File: config.mk
export PLATFORM = sky130hd
export DESIGN_NAME = countdown_timer
export DESIGN_NICKNAME = d
export VERILOG_FILES = /design/src/rtl/countdown_timer.sv
export SDC_FILE = /design/constraint.sdc
export NUM_CORES = 1
export LEC_CHECK = 0
export BUFFER_PORTS_ARGS = -buffer_cell sky130_fd_sc_hd__buf_2
export CORE_MARGIN = 5
export CORE_UTILIZATION = 35
export DETAILED_ROUTE_END_ITERATION = 16
export SLEW_MARGIN = 20
export SYNTH_ARGS = -nofsm -noshare
export SYNTH_HDL_FRONTEND = slang
export SYNTH_SLANG_ARGS = --single-unit
File: constraint.sdc
create_clock -name clk -period 1.9 [get_ports clk]
set_input_delay 0.38 -clock clk [delete_from_list [all_inputs] [get_ports clk]]
set_output_delay 0.38 -clock clk [all_outputs]
set_load 0.02 [all_outputs]
File: src/rtl/countdown_timer.sv
`default_nettype none
// ============================================================================
// Module   : countdown_timer
// Brief    : Loadable down-counter / interval timer with one-cycle terminal
//            pulse and optional auto-reload for periodic ticks.
// Revision : 1.0 - initial release
// ============================================================================
module countdown_timer #(
    parameter int WIDTH = 8
) (
    input  logic             clk,
    input  logic             rst,
    input  logic             en,
    input  logic             ld,
    input  logic [WIDTH-1:0] v,
    input  logic             reload,
    output logic [WIDTH-1:0] count,
    output logic             tc,
    output logic             busy
);

    localparam logic [WIDTH-1:0] C_ONE  = {{(WIDTH-1){1'b0}}, 1'b1};
    localparam logic [WIDTH-1:0] C_ZERO = '0;

    typedef enum logic {
        IDLE = 1'b0,
        RUN  = 1'b1
    } state_t;

    state_t           state_q;
    logic [WIDTH-1:0] count_q;
    logic [WIDTH-1:0] rv_q;
    logic             tc_q;

    always_ff @(posedge clk) begin
        if (rst) begin
            state_q <= IDLE;
            count_q <= C_ZERO;
            rv_q    <= C_ZERO;
            tc_q    <= 1'b0;
        end else if (ld) begin
            // A load restarts the timer and cancels any terminal event due now.
            count_q <= v;
            rv_q    <= v;
            tc_q    <= 1'b0;
            state_q <= (v != C_ZERO) ? RUN : IDLE;
        end else if (state_q == RUN && en) begin
            if (count_q == C_ONE) begin
                tc_q <= 1'b1;
                if (reload) begin
                    count_q <= rv_q;
                end else begin
                    count_q <= C_ZERO;
                    state_q <= IDLE;
                end
            end else begin
                count_q <= count_q - C_ONE;
                tc_q    <= 1'b0;
            end
        end else begin
            tc_q <= 1'b0;
        end
    end

    assign count = count_q;
    assign tc    = tc_q;
    assign busy  = (state_q == RUN);

endmodule
`default_nettype wire

Word-level counts from Yosys, hierarchy flattened --
Cells that the tools add are included.
Storage, ports and cells: input bits 13, bits in registers 18
Cells by class: reduce and logical (&&, ||, !) cells 6, equal/unequal tests 2, add/subtract/negate cells 1, mux-type cells 10, bitwise gates (word level) 1
Operators by type and width (number):
- $mux 8 | 4
- $eq 8x1->1 const B | 1
- $reduce_bool 8->1 | 1
- $sub 8x1->8 const B | 1
- $mux 1 | 6
- $reduce_bool 2->1 | 2
- $reduce_and 3->1 | 1
- $reduce_or 3->1 | 1
- $ne 2x2->1 const B | 1
- $logic_and 1x1->1 | 1
- $not 1->1 | 1

Longest topological paths before layout --
depth after elaboration 4, depth in mapped cells 6, mapped depth without buffers 6

Least setup slack after synthesis --
Ideal clock, no wire load.
path kind register -> register, start point register count_q[2] (netlist: count[2]), end point register state_q (netlist: busy), arrival time 1911 ps, path slack -126 ps, cell stages (with the launch flop) 6, data required time 1785 ps, setup time 115 ps, period minus slack after synthesis 2026 ps, cells stage by stage dfxtp_1 or4_1 clkbuf_2 or3_4 o31a_2 o21a_1
Between the ends: word-level cells in the longest chain between the ends 3
Ends and longest elaborated chain:
- from (decl) | RTL line 31 | logic [WIDTH-1:0] count_q;
- from (signal assigned) | RTL line 43 | count_q <= v;
- from (signal assigned) | RTL line 51 | count_q <= rv_q;
- from (signal assigned) | RTL line 57 | count_q <= count_q - C_ONE;
- $eq 8x1->1 | RTL line 48 | if (count_q == C_ONE) begin
- $reduce_bool 2->1 (no line)
- $reduce_and 3->1 (no line)
- to (signal assigned) | RTL line 46 | state_q <= (v != C_ZERO) ? RUN : IDLE;
- to (decl) | RTL line 30 | state_t state_q;
Every way passes these cells. A chain may end at the register's enable or synchronous reset.

Worst setup path in the final report --
start point register count_q[3] (netlist: count[3]), end point register count_q[2] (netlist: count[2])
Between the ends: word-level cells in the longest chain between the ends 4
Ends and longest elaborated chain:
- $eq 8x1->1 | RTL line 48
- $mux 8 | RTL line 48
- $mux 8 | RTL line 47 | end else if (state_q == RUN && en) begin
- $mux 8 | RTL line 41 | end else if (ld) begin
Every way passes these cells. The select of a mux whose other input is x is not followed.

==> metrics.md <==
| Metric | Value |
|---|---|
| Ys async rst share | 0 |
| Top post-synthesis cells by count | dfxtp_1 (18), a21oi_1 (10), inv_1 (9), nor2_1 (9) |
| Clk_skew | 0.00298 ns |
| Slew headroom | 0.670 |
| Worst Hold Depth | 3 |
| Clock Sinks | 18 |
| Total Wirelength | 2.59 mm |
| Finished Layout Cells | 178 |
| R2r startpoint | count[3]$_SDFFE_PP0P_ |
| Wire per inst | 14.6 um |
| CTS Hold Bufs | 0 |
| Core area | 0.00276 mm2 |
| Synthesized instance count | 123 |
| Vias per cell | 5.51 |
| Most numerous cell in the Yosys netlist | dfxtp_1 |
| Cell area after synthesis | 0.00100 mm2 |
| Row count | 19 |
| Count of cell types in the netlist | 36 |
| Reg2Reg Depth | 4 |
| Synthesis Warnings | 0 |
| Worst-margin pin slew | 0.495 ns |
| Placed wire-length estimate | 1.94 mm |
| Synth Area per Inst | 8.16 um2 |
| Critical path required time | 2.10 ns |
| Final Hold Slack | 0.339 ns |
| Post-synth top area cell | dfxtp_1 |
| CTS max path bufs | 2 |
| Number of synthesized flops with an enable pin | 0 |
| Dominant synthesized flop cell | dfxtp_1 |
| CP max FO | 6 |
| Final Cycle Share | 0.971 |
| Top-area cell type share of the netlist area | 0.359 |
| R2R Setup Slk | 0.06 ns |
| Metal2 WL | 1.28 mm |
| CTS Buf Count | 3 |
| Period minus WS final | 1.84 ns |
| ANT cells | 0 |
| Worst-skew pair later-pin latency | 0.29 ns |
| FF+latch count, synth | 18 |
| Fill count | 276 |
| Sequential share of the synthesized area | 0.359 |
| Depth of the CTS H-tree | 1 |
| Via Count | 981 |
| Clk Tree Root Cell | clkbuf_4 |
| DR top layer | met4 |
| Max frequency | 542 MHz |
| Peak supply drop | 419 uV |
| Leakage | 0.552 nW |
| Remaining DRCs | 0 |
| Final hold violation count | 0 |
| Hold Path Origin | v[0] |
| Crit end category | register |
| GRT Total Usage | 0.130 |
| Layout cells sized above 1 | 0.320 |
| Area Overhead vs Synth | 23.2% |
| Die W | 63.5 um |
| Setup Viol. Count Final | 0 |
| Die area | 0.00404 mm2 |
| Slew Limit Fails | 0 |
| Port bufs | 22 |
| Power Density | 722 mW/mm2 |
| Post-CTS setup buffers | 0 |
| Largest cells by area after synthesis | dfxtp_1 (36%), mux2i_1 (7.0%), a21oi_1 (5.0%) |
| Max Cap Viol | 0 |
| CTS resizes | 0 |
| Global-route wire length before repair | 4.26 mm |
| RSZ-0062 raised after global routing | yes |
| Die Span Y | 63.5 um |
| Placed insts | 174 |
| Critical path type | register to register |
| Num ports | 23 |
| Initial DRC Count | 31 |
| Met1 WL | 1.22 mm |
| Largest net degree at the start of global routing | 26 |
| Starting Density | 0.364 |
| Drt pass-1 iters | 4 |
| CTS tree | yes |
| Routed Antenna Nets | 0 |
| Min-delay worst type | primary input to register |
| Antenna violations before repair | 0 |
| Vias in the first global route | 915 |
| Destination of the worst hold path | rv_q[0]$_SDFFE_PP0P_ |
| Critical Path Start Type | register |
| Final Net Count | 163 |
| WL met3 | 52 um |
| Crit path DAT | 2.05 ns |
| Routability cong. | 0.777 |
| Reg2reg end | count[2]$_SDFFE_PP0P_ |
| Status | finished, final reports clean |
| Grt total ovfl | 0 |
| Worst-path clk slew | 0.11 ns |
| Total power | 893 uW |
| Net Count, Synth | 138 |
-- through the flow --
| step | area (um2) | setup WS [ns] | TNS [ns] | util |
|---|---|---|---|---|
| 2_1_floorplan | 1020 | -0.0378 | -0.0708 | - |
| 3_3_place_gp | 1180 | 0.0911 | 0 | 0.428 |
| 3_5_place_dp | 1180 | 0.0794 | 0 | 0.428 |
| 4_1_cts | 1220 | 0.0552 | 0 | 0.441 |
| 5_1_grt | 1240 | -0.0439 | -0.0439 | 0.448 |
| 6_report | 1240 | 0.0556 | 0 | 0.448 |
-- kinds of logic (layout without fill, tap and decap cells) --
group	count (synthesis)	count (layout)	share of synthesized area
simple gates	39	39	0.209
xor+xnor	2	2	0.0175
fa+ha+maj	2	2	0.0249
mux	7	7	0.0698
buf+inv	18	42	0.0686
compound gates	37	37	0.251
flops	18	18	0.359
-- registers in the layout, summed over array words and instances (netlist names) --
signal,flops
busy,1
count,8
tc,1
rv_q,8
-- per-layer routing --
layer | up-vias | track usage
li1 | 496 | -
met1 | 466 | 0.180
met2 | 15 | 0.201
met3 | 4 | 0.0213
met4 | 0 | 0.0468
met5 | - | 0
-- where the power goes --
group / switching (mW) / internal, mW / leakage (nW) / total [mW]
sequential: 0.0243 / 0.403 / 0.151 / 0.427
clock: 0.122 / 0.117 / 0.0210 / 0.239
combinational: 0.128 / 0.0991 / 0.379 / 0.227
total: 0.274 / 0.619 / 0.552 / 0.893
-- cells in the final DEF, fill, tap and decap left out, types with 2 or more instances in the layout --
cell type / instances
ha_1: 2
dfxtp_4: 3
o22ai_1: 2
clkbuf_4: 3
mux2i_1: 7
dfxtp_1: 13
buf_2: 22
nand2_1: 7
o31a_2: 2
nand2b_1: 3
inv_1: 9
buf_4: 7
a21oi_1: 10
o21a_1: 2
o31ai_1: 5
nand3_1: 4
a31oi_1: 6
nor3_1: 2
o21ai_0: 4
o41ai_1: 2
or2b_1: 2
a211o_1: 2
dfxtp_2: 2
nor2_1: 9
-- worst max path at each step --
stage | startpoint | to
floorplan | count[3]$_SDFFE_PP0P_ | busy$_SDFFE_PP0P_
global placement | count[3]$_SDFFE_PP0P_ | busy$_SDFFE_PP0P_
detailed placement | count[3]$_SDFFE_PP0P_ | count[2]$_SDFFE_PP0P_
CTS | count[3]$_SDFFE_PP0P_ | count[2]$_SDFFE_PP0P_
global route | count[3]$_SDFFE_PP0P_ | count[2]$_SDFFE_PP0P_
finish | count[3]$_SDFFE_PP0P_ | count[2]$_SDFFE_PP0P_
-- area by class of cell --
cell class | count | area (um2) | share of cell area
flip-flops and latches | 18 | 374 | 0.303
clock buffers | 4 | 36.3 | 0.0294
inverters | 9 | 33.8 | 0.0273
repair buffers | 29 | 163 | 0.132
multi-input cells | 87 | 591 | 0.478
well taps | 31 | 38.8 | 0.0314
-- critical path: stages, from the launching register on --
cell      delay, ns
dfxtp_4        0.37
or4_4          0.53
or3_4          0.38
a211o_1        0.28
a221oi_2       0.20
(Power assumes the default switching activity.)
